<file path="src/rtl/icache_linefill_ctrl.sv">
// Instruction-cache linefill controller: assembles refill beats into a line, writes it to the
// data RAM and pulses the owning MSHR entry's per-line done bit. Option: ICACHE_LINEFILL_ORDER_CHK_EN.
module icache_linefill_ctrl #(
  parameter int unsigned MSHR_ENTRY_NUM = 8,
  parameter int unsigned WAY_NUM        = 4,
  parameter int unsigned INDEX_WIDTH    = 7,
  parameter int unsigned BEAT_NUM       = 4,
  parameter int unsigned BEAT_WIDTH     = 128,
  localparam int unsigned TxnW  = (MSHR_ENTRY_NUM > 1) ? $clog2(MSHR_ENTRY_NUM) : 1,
  localparam int unsigned BeatW = (BEAT_NUM > 1) ? $clog2(BEAT_NUM) : 1,
  localparam int unsigned LineW = BEAT_NUM * BEAT_WIDTH
) (
  input  logic                      clk,
  input  logic                      rst,
  input  logic                      rxdat_vld_i,
  output logic                      rxdat_rdy_o,
  input  logic [BEAT_WIDTH-1:0]     rxdat_data_i,
  input  logic [TxnW-1:0]           rxdat_txnid_i,
  input  logic                      rxdat_lineA_i,
  input  logic [BeatW-1:0]          rxdat_beat_id_i,
  output logic [TxnW-1:0]           lkup_txnid_o,
  output logic                      lkup_lineA_o,
  input  logic [WAY_NUM-1:0]        lkup_way_i,
  input  logic [INDEX_WIDTH-1:0]    lkup_index_i,
  output logic                      dataram_wr_vld_o,
  input  logic                      dataram_wr_rdy_i,
  output logic [WAY_NUM-1:0]        dataram_wr_way_o,
  output logic [INDEX_WIDTH-1:0]    dataram_wr_index_o,
  output logic [LineW-1:0]          dataram_wr_data_o,
  output logic [MSHR_ENTRY_NUM-1:0] v_linefillA_done_o,
  output logic [MSHR_ENTRY_NUM-1:0] v_linefillB_done_o,
  output logic                      linefill_err_o
);

  typedef enum logic [1:0] {StIdle, StCollect, StWrite, StDone} state_e;

  state_e                    state_q, state_d;
  logic [BeatW-1:0]          beat_cnt_q, beat_cnt_d;
  logic [TxnW-1:0]           txnid_q, txnid_d;
  logic                      linea_q, linea_d;
  logic [WAY_NUM-1:0]        way_q, way_d;
  logic [INDEX_WIDTH-1:0]    index_q, index_d;
  logic [LineW-1:0]          line_q, line_d;
  logic                      wr_vld_q, wr_vld_d;
  logic [MSHR_ENTRY_NUM-1:0] done_a_q, done_a_d;
  logic [MSHR_ENTRY_NUM-1:0] done_b_q, done_b_d;
  logic                      accept;
  logic                      beat_last;

  assign lkup_txnid_o = rxdat_txnid_i;
  assign lkup_lineA_o = rxdat_lineA_i;
  assign rxdat_rdy_o  = (state_q == StIdle) || (state_q == StCollect);
  assign accept       = rxdat_vld_i && rxdat_rdy_o;
  assign beat_last    = (beat_cnt_q == BeatW'(BEAT_NUM - 1));

  always_comb begin
    state_d    = state_q;
    beat_cnt_d = beat_cnt_q;
    txnid_d    = txnid_q;
    linea_d    = linea_q;
    way_d      = way_q;
    index_d    = index_q;
    line_d     = line_q;
    done_a_d   = '0;
    done_b_d   = '0;

    if (accept) begin
      for (int k = 0; k < int'(BEAT_NUM); k++) begin
        if (beat_cnt_q == BeatW'(k)) line_d[k*BEAT_WIDTH +: BEAT_WIDTH] = rxdat_data_i;
      end
      beat_cnt_d = beat_last ? '0 : beat_cnt_q + 1'b1;
    end

    case (state_q)
      StIdle: begin
        if (accept) begin
          // Destination is sampled only on the first beat of a line.
          txnid_d = rxdat_txnid_i;
          linea_d = rxdat_lineA_i;
          way_d   = lkup_way_i;
          index_d = lkup_index_i;
          state_d = (BEAT_NUM == 1) ? StWrite : StCollect;
        end
      end
      StCollect: begin
        if (accept && beat_last) state_d = StWrite;
      end
      StWrite: begin
        if (dataram_wr_rdy_i) begin
          state_d = StDone;
          if (linea_q) done_a_d[txnid_q] = 1'b1;
          else         done_b_d[txnid_q] = 1'b1;
        end
      end
      StDone: state_d = StIdle;
      default: state_d = StIdle;
    endcase

    wr_vld_d = (state_d == StWrite);
  end

  always_ff @(posedge clk or posedge rst) begin
    if (rst) begin
      state_q    <= StIdle;
      beat_cnt_q <= '0;
      txnid_q    <= '0;
      linea_q    <= 1'b0;
      way_q      <= '0;
      index_q    <= '0;
      line_q     <= '0;
      wr_vld_q   <= 1'b0;
      done_a_q   <= '0;
      done_b_q   <= '0;
    end else begin
      state_q    <= state_d;
      beat_cnt_q <= beat_cnt_d;
      txnid_q    <= txnid_d;
      linea_q    <= linea_d;
      way_q      <= way_d;
      index_q    <= index_d;
      line_q     <= line_d;
      wr_vld_q   <= wr_vld_d;
      done_a_q   <= done_a_d;
      done_b_q   <= done_b_d;
    end
  end

  assign dataram_wr_vld_o   = wr_vld_q;
  assign dataram_wr_way_o   = way_q;
  assign dataram_wr_index_o = index_q;
  assign dataram_wr_data_o  = line_q;
  assign v_linefillA_done_o = done_a_q;
  assign v_linefillB_done_o = done_b_q;

`ifdef ICACHE_LINEFILL_ORDER_CHK_EN
  logic err_q, err_d;

  // Out-of-order beats are still stored by arrival slot; only the sticky flag records it.
  assign err_d = err_q | (accept && (rxdat_beat_id_i != beat_cnt_q));

  always_ff @(posedge clk or posedge rst) begin
    if (rst) err_q <= 1'b0;
    else     err_q <= err_d;
  end

  assign linefill_err_o = err_q;
`else
  logic unused_beat_id;
  assign unused_beat_id = ^rxdat_beat_id_i;
  assign linefill_err_o = 1'b0;
`endif

endmodule

</file>
<file path="config.mk">
export PLATFORM = sky130hd
export DESIGN_NAME = icache_linefill_ctrl
export DESIGN_NICKNAME = d
export VERILOG_FILES = /design/src/rtl/icache_linefill_ctrl.sv
export SDC_FILE = /design/constraint.sdc
export NUM_CORES = 1
export LEC_CHECK = 0
export CORE_AREA = 2 2 271 273
export CTS_BUF_LIST = sky130_fd_sc_hd__clkbuf_16
export CTS_CLUSTER_DIAMETER = 40
export DETAILED_ROUTE_END_ITERATION = 16
export DIE_AREA = 0 0 273 275
export PLACE_DENSITY_LB_ADDON = 0.08
export SETUP_SLACK_MARGIN = 0.02
export SLEW_MARGIN = 40
export SYNTH_ARGS = -nofsm -noshare
export SYNTH_HDL_FRONTEND = slang
export SYNTH_SLANG_ARGS = --single-unit
</file>
<file path="constraint.sdc">
create_clock -name clk -period 18.1 [get_ports clk]
set_input_delay 2.715 -clock clk [delete_from_list [all_inputs] [get_ports clk]]
set_output_delay 2.715 -clock clk [all_outputs]
set_load 0.01 [all_outputs]
</file>
== After elaboration in Yosys (flattened, before gate mapping) ==
Cells that the tools add are included.

* Flip-flop bits (word level): 548
* Input port bits: 149
* Word-level logic and storage cells: 47

* Add/subtract/negate cells: 1
* $lt $le $gt $ge: 2
* Equal/unequal tests: 7
* Mux-type cells: 13
* Reduce and logical (&&, ||, !) cells: 11

{| class="wikitable"
|+ Operators with widths
! cell !! count
|-
| $mux 8 || 6
|-
| $eq 2x2->1 const B || 5
|-
| $reduce_and 2->1 || 5
|-
| $mux 2 || 4
|-
| $pmux 2 s4 || 1
|-
| $eq 2x1->1 const B || 2
|-
| $logic_not 2->1 || 2
|-
| $lt 3x4->1 const B || 1
|-
| $demux 1 s3 || 1
|-
| $ge 3x1->1 const B || 1
|-
| $logic_and 1x1->1 || 3
|-
| $add 2x1->2 const B || 1
|-
| $logic_or 1x1->1 || 1
|-
| $mux 1 || 1
|}

== Longest topological paths before layout ==
Gate-level depths: netlist of run 1.

* Word-level depth: 7
* Depth in mapped cells: 6
* Gate-level depth less buffers: 4

== Worst setup path before layout of run 1 ==
Ideal clock, no wire load.

* Path type: input to output
* From: input port rxdat_lineA_i
* To: output port lkup_lineA_o
* Arrival: 2834 ps
* Required time: 15385 ps
* Path slack: 12551 ps
* Stages on the path: 1
* Path buffers: 1
* Cells stage by stage: buf_4

{| class="wikitable"
|+ RTL lines
! what !! line !! text
|-
| start, declared || 19 || <nowiki>input logic rxdat_lineA_i,</nowiki>
|-
| end, declared || 22 || <nowiki>output logic lkup_lineA_o,</nowiki>
|}

No word-level cell between the ends.

== Worst setup path in the final report of run 1 ==
* From: input port rxdat_lineA_i
* To: output port lkup_lineA_o

No word-level cell between the ends.

==> results by group, run 1 <==
STA
  – Worst hold slack: 0.490 ns
  – Slew HR: 0.507
  – Final Max Tran Viols: 0
  – Post-Route Setup TNS: 0 ns
  – RSZ-0062 raised after global routing: false
  – Final setup violating endpoints: 0
  – Worst clock skew: 0.0307 ns
  – Period utilization: 0.360
  – Max Freq: 0.153 GHz
  – Final hold violations: 0
  – Worst Tran Pin Value: 0.739 ns
  – Min cycle time layout: 6.52 ns

Floorplanning
  – Core box area: 72300 um^2
  – Rows: 99
  – Die X: 273 um
  – Num ports: 695
  – Die height: 275 um
  – Area of the die: 75100 um^2
  – Initial Util: 0.284

Cells and area
  – Final nets: 2099
  – P&R area growth vs syn: 55.6%
  – FILL cells: 6596
  – Share of layout cells above drive strength 1: 0.361

Global route
  – GR Layer Usage met3: 0.0708
  – Initial antenna violation count: 5
  – Top Usage Layer GRT: met2
  – Gr usage total: 0.173
  – GRT met1 Usage: 0.193
  – Overflow after GRT: 0
  – First-pass GRT wire length: 97.0 mm
  – Pin count of the biggest net entering global routing: 109
  – Number of global-route vias before repair: 14063
  – Met2 Track Usage GR: 0.297

Logic synthesis
  – Syn nets: 1345
  – Synthesized area: 20600 um^2
  – Post-synthesis sequential area ratio: 0.667
  – Synth top area share: 0.667
  – Post-synth cell types: 27
  – Number of synthesized flops with an enable pin: 0
  – Mean Syn Cell Area: 17.3 um^2
  – Leading area contributor after synthesis: dfrtp_1
  – Dominant cell by count in the synthesized netlist: dfrtp_1
  – Synth top area cells: dfrtp_1 (67%), mux2_2 (29%), buf_6 (2.0%)
  – Top FF cell, synth: dfrtp_1
  – Synth warn: 0
  – Async S/R FF share, synth: 1.00
  – Synth cell count leaders: dfrtp_1 (548), mux2_2 (528), buf_6 (36), buf_2 (14), buf_4 (13)
  – Mapped Cells: 1192
  – Synthesis-stage register bit count: 548

Worst setup path
  – Worst Path Required: 15.39 ns
  – CP Class: in -> out
  – Critical path fanouts, max: 2
  – Most used cell, CP: clkdlybuf4s50_1
  – Critical path's largest stage delay: 0.56 ns
  – CP top delay family: buffers and inverters
  – Nature of the critical path startpoint: primary input
  – Worst setup EP type: output port
  – Cell breakdown of the critical path: clkdlybuf4s50_1, clkdlybuf4s50_1
  – WP buf/inv: 2
  – Worst EP arrival: 3.81 ns
  – Crit path max-delay cell type: clkdlybuf4s50_1

Placed design
  – Number of I/O port buffers: 691
  – GPL Wtd Cong: 0.775
  – DP HPWL: 47.2 mm

Clock tree
  – Htree depth: 3
  – Root Driver: clkbuf_16
  – CTS tree: done
  – Clk pin slew, worst setup/hold paths: 0.04 ns
  – Max clock buf depth: 3
  – Post-CTS setup repair buffer count: 0
  – Worst-Skew Late Latency: 0.64 ns
  – Post-CTS resize count: 0
  – CTS buffer count: 108
  – Sinks on Clock Net: 548
  – Hold Buf Count CTS: 0

Route
  – Initial DRT Pass Iterations: 4
  – Wirelength per Cell: 22.3 um
  – DRC Markers: 0
  – DRT Wirelength: 66.8 mm
  – Via count: 13170
  – 1st-iter DRT viols: 447
  – Routed vias/inst: 4.39
  – Post-DRT Antenna Nets: 0

Power
  – Maximum VDD drop: 92.8 uV
  – Leak Pwr: 0.0135 uW
  – PD cells: 215 nW/um^2

Outcome
  – Status: finished, final reports clean

Flow run
  – Max cap viols: 0

Hold path
  – Hold Path Class: reg -> reg
==> kinds of logic (layout without fill, tap and decap cells) <==
| logic type | count (synthesis) | after routing | synth area share |
|---|---|---|---|
| DFF | 548 | 548 | 0.667 |
| other | 1 | 4 | 0.000182 |
| and+or+nand+nor | 35 | 35 | 0.0108 |
| AOI/OAI and AO/OA | 3 | 3 | 0.000912 |
| buffers and inverters | 72 | 917 | 0.0295 |
| muxes | 529 | 529 | 0.290 |
| adders and majority gates | 4 | 4 | 0.00243 |
==> power breakdown <==
part           switching (uW)  internal [uW]  leakage (uW)
Sequential                310           1840       0.00653
Clock                     692           1300       0.00182
Combinational            1120           1630       0.00519
==> layer usage <==
metal  part of all wire  vias to the layer above  wire, um
met5            0.00036                        -        24
met1               0.37                     6787     25000
met2               0.50                      466     33700
met3              0.091                      110      6090
li1                   -                     5803         -
met4              0.029                        4      1960
==> cell usage in the layout (no fill, tap or decap), types with 2 or more instances in the layout <==
cell type and instances:
mux2_2 528, inv_1 11, nor2_1 9, diode_2 3, clkinv_8 2, buf_4 7
clkinvlp_4 11, nand3b_1 6, dfrtp_1 548, clkinv_2 23, nor4b_1 2, ha_1 4
nand2b_1 3, inv_8 6, clkbuf_16 108, nor3_1 5, bufinv_16 14, clkdlybuf4s50_1 691
inv_6 15, buf_6 11, clkinv_4 6, nor4_1 2, clkinv_1 9
==> stage by stage <==
| step | instances | power [uW] | worst slack, ns | util | cell area [um^2] |
|---|---|---|---|---|---|
| CTS | 2996 | 7020 | 11.56 | 0.442 | 32000 |
| floorplan | 1192 | 3320 | 0.0644 | - | 20600 |
| detailed placement | 2795 | 4980 | 11.57 | 0.392 | 28300 |
| global route | 2999 | 7260 | 11.53 | 0.443 | 32000 |
| global placement | 2792 | 4940 | 11.57 | 0.390 | 28200 |
| finish | 2999 | 6900 | 11.58 | 0.443 | 32000 |
==> final timing paths <==
kind | from | to | depth (start not counted) | slack [ns]
min | dataram_wr_index_o[4] | dataram_wr_index_o[4] | 1 | 0.49
max | rxdat_lineA_i | lkup_lineA_o | 2 | 11.58
min reg2reg | dataram_wr_index_o[4] | dataram_wr_index_o[4] | 1 | 0.49
max in group asynchronous | rst | dataram_wr_index_o[0] | 5 | 13.24
max reg2reg | state_q[1] | dataram_wr_data_o[208] | 4 | 15.15
min in group asynchronous | rst | dataram_wr_data_o[322] | 2 | 2.57
==> state kept, by name, indices dropped and copies added, names as in the netlist <==
signal              cells
txnid_q                 3
v_linefillA_done_o      8
state_q                 2
dataram_wr_way_o        4
beat_cnt_q              2
dataram_wr_data_o     512
dataram_wr_vld_o        1
linea_q                 1
v_linefillB_done_o      8
dataram_wr_index_o      7
==> cell type report <==
type / instances / area (um^2) / area share
sequential: 548 / 13700 / 0.428
timing repair buffer: 711 / 7140 / 0.223
multi-input combinational: 572 / 6250 / 0.195
clock buffer: 108 / 2700 / 0.0844
tap: 959 / 1200 / 0.0375
clock inverter: 93 / 966 / 0.0302
inverter: 5 / 31.3 / 0.000977
antenna: 3 / 7.51 / 0.000235
Note: power is estimated with default switching activity, not from simulation.
==> run 2: changes to the inputs <==
- CORE_AREA: 2 2 271 273 -> 2 2 268 270
- DIE_AREA: 0 0 273 275 -> 0 0 270 272
- clock period: 18.1 -> 6.2 ns (I/O delays scaled with it)
==> run 2 against run 1 <==
Sequential share of layout area shrank 0.26 points. Highest routed layer unchanged. Clock power increased to 3.0 times the previous value. Wire length increased by 0.42%. Count of clock-buffer cells in the layout rose by 5. Worst setup slack worse by 8.3 ns. Combinational power increased to 2.9 times the previous value.
==> results by group, run 2 (synthesis results as in run 1) <==
Clock tree
  – Clk pin slew, worst setup/hold paths: 0.04 ns (about the same)
  – Root Driver: clkbuf_16 (unchanged)
  – Max clock buf depth: 3 (unchanged)
  – Htree depth: 3 (unchanged)
  – Post-CTS setup repair buffer count: 0 (unchanged)
  – CTS buffer count: 109 (was 108)
  – CTS tree: done (unchanged)
  – Hold Buf Count CTS: 0 (unchanged)
  – Worst-Skew Late Latency: 0.63 ns (was 0.64 ns)
  – Sinks on Clock Net: 548 (unchanged)
  – Post-CTS resize count: 0 (unchanged)

Route
  – Wirelength per Cell: 22.4 um (was 22.3 um)
  – Routed vias/inst: 4.38 (was 4.39)
  – 1st-iter DRT viols: 350 (was 447)
  – Via count: 13104 (was 13170)
  – DRC Markers: 0 (unchanged)
  – Post-DRT Antenna Nets: 0 (unchanged)
  – Initial DRT Pass Iterations: 4 (unchanged)
  – DRT Wirelength: 67.1 mm (was 66.8 mm)

STA
  – Slew HR: 0.490 (was 0.507)
  – Final setup violating endpoints: 0 (unchanged)
  – Final Max Tran Viols: 0 (unchanged)
  – Max Freq: 0.344 GHz
  – Period utilization: 0.469
  – RSZ-0062 raised after global routing: false (unchanged)
  – Worst Tran Pin Value: 0.765 ns (was 0.739 ns)
  – Min cycle time layout: 2.91 ns
  – Final hold violations: 0 (unchanged)
  – Worst clock skew: 0.0230 ns (was 0.0307 ns)
  – Min setup slack post-route: 3.29 ns (was 11.58 ns)

Worst setup path
  – Nature of the critical path startpoint: primary input (unchanged)
  – R2r setup slk: 3.60 ns (was 15.15 ns)
  – CP Class: in -> out (unchanged)
  – Critical path's largest stage delay: 0.55 ns (was 0.56 ns)
  – Cell breakdown of the critical path: clkdlybuf4s50_1, clkdlybuf4s50_1 (unchanged)
  – Origin of the worst setup path: rxdat_lineA_i (unchanged)
  – Crit path max-delay cell type: clkdlybuf4s50_1 (unchanged)
  – WP buf/inv: 2 (unchanged)
  – Worst Path Required: 5.27 ns (was 15.39 ns)
  – Critical path fanouts, max: 2 (unchanged)
  – Reg-to-Reg Start: beat_cnt_q[0] (was state_q[1])
  – Worst EP arrival: 1.98 ns (was 3.81 ns)
  – Most used cell, CP: clkdlybuf4s50_1 (unchanged)
  – Worst Setup EP: lkup_lineA_o (unchanged)
  – FF-to-FF End: dataram_wr_data_o[86] (was dataram_wr_data_o[208])
  – Cell count along the critical path: 2 (unchanged)
  – Reg2reg path depth: 6 (was 4)
  – Worst setup EP type: output port (unchanged)
  – CP top delay family: buffers and inverters (unchanged)

Global route
  – Pin count of the biggest net entering global routing: 98 (was 109)
  – First-pass GRT wire length: 98.2 mm (was 97.0 mm)
  – Overflow after GRT: 0 (unchanged)
  – Initial antenna violation count: 6 (was 5)
  – Gr usage total: 0.180 (was 0.173)
  – Number of global-route vias before repair: 14159 (was 14063)

Placed design
  – Number of I/O port buffers: 691 (unchanged)
  – DP HPWL: 47.5 mm (was 47.2 mm)
  – Dpl ws: 2.67 ns (was 11.57 ns)
  – GPL Wtd Cong: 0.787 (was 0.775)

Flow run
  – Max cap viols: 0 (unchanged)

Floorplanning
  – Die X: 270 um (was 273 um)
  – Initial Util: 0.291 (was 0.284)
  – Core box area: 70800 um^2 (was 72300 um^2)
  – Rows: 98 (was 99)
  – Num ports: 695 (unchanged)
  – Die height: 272 um (was 275 um)
  – Area of the die: 73400 um^2 (was 75100 um^2)

Cells and area
  – Final nets: 2104 (was 2099)
  – Core Util, Final: 0.455 (was 0.443)
  – Max reg flops: 512 (unchanged)
  – Share of layout cells above drive strength 1: 0.355 (was 0.361)
  – P&R area growth vs syn: 56.6% (was 55.6%)
  – Commonest non-fill, non-tap cell in the layout: clkdlybuf4s50_1 (unchanged)
  – Commonest non-fill, non-tap cells in the layout: clkdlybuf4s50_1 (691), dfrtp_1 (548), mux2_2 (528) (unchanged)

Power
  – PD cells: 632 nW/um^2 (was 215 nW/um^2)
  – Leak Pwr: 0.0137 uW (was 0.0135 uW)
  – Maximum VDD drop: 292 uV (was 92.8 uV)

Outcome
  – Status: finished, final reports clean (unchanged)

Hold path
  – Hold Path Class: reg -> reg (unchanged)
[run 2: where the power goes]
group | total (uW) | internal [uW] | switching, uW
sequential | 6290 | 5380 | 906
combinational | 8030 | 4750 | 3270
clock | 6050 | 4140 | 1910
total | 20400 | 14300 | 6090
[run 2: per-stage QoR]
stage | power, uW | TNS [ns] | hold WS (ns) | std cells | cell area, um^2
4_1_cts | 20700 | 0 | 0.501 | 2991 | 32200
6_report | 20400 | 0 | 0.497 | 2994 | 32200
2_1_floorplan | 9700 | -1197.86 | 0.442 | 1192 | 20600
5_1_grt | 21400 | 0 | 0.506 | 2993 | 32200
3_3_place_gp | 14400 | 0 | 0.483 | 2786 | 28300
3_5_place_dp | 14500 | 0 | 0.487 | 2788 | 28300
[run 2: worst min path at each step]
| stage | from | endpoint | depth (start not counted) |
|---|---|---|---|
| 2_1_floorplan | txnid_q[1] | v_linefillB_done_o[4] | 1 |
| 3_3_place_gp | dataram_wr_index_o[4] | dataram_wr_index_o[4] | 1 |
| 3_5_place_dp | dataram_wr_index_o[4] | dataram_wr_index_o[4] | 1 |
| 4_1_cts | dataram_wr_data_o[84] | dataram_wr_data_o[84] | 1 |
| 5_1_grt | dataram_wr_data_o[370] | dataram_wr_data_o[370] | 1 |
| 6_report | dataram_wr_data_o[467] | dataram_wr_data_o[467] | 1 |
[run 2: routing by layer]
metal / up-vias / global-route usage / routed length, um
li1: 5779 / - / -
met1: 6748 / 0.201 / 25500
met2: 464 / 0.312 / 34000
met3: 103 / 0.0775 / 6070
met4: 10 / 0.0501 / 1530
met5: - / 0 / 63
[run 2: layout make-up]
class | count | area, um^2
timing repair buffer | 715 | 7200
fill | 6453 | 38500
clock inverter | 90 | 997
inverter | 5 | 22.5
clock buffer | 113 | 2830
tap | 950 | 1190
multi-input combinational | 572 | 6250
antenna | 1 | 2.50
sequential | 548 | 13700
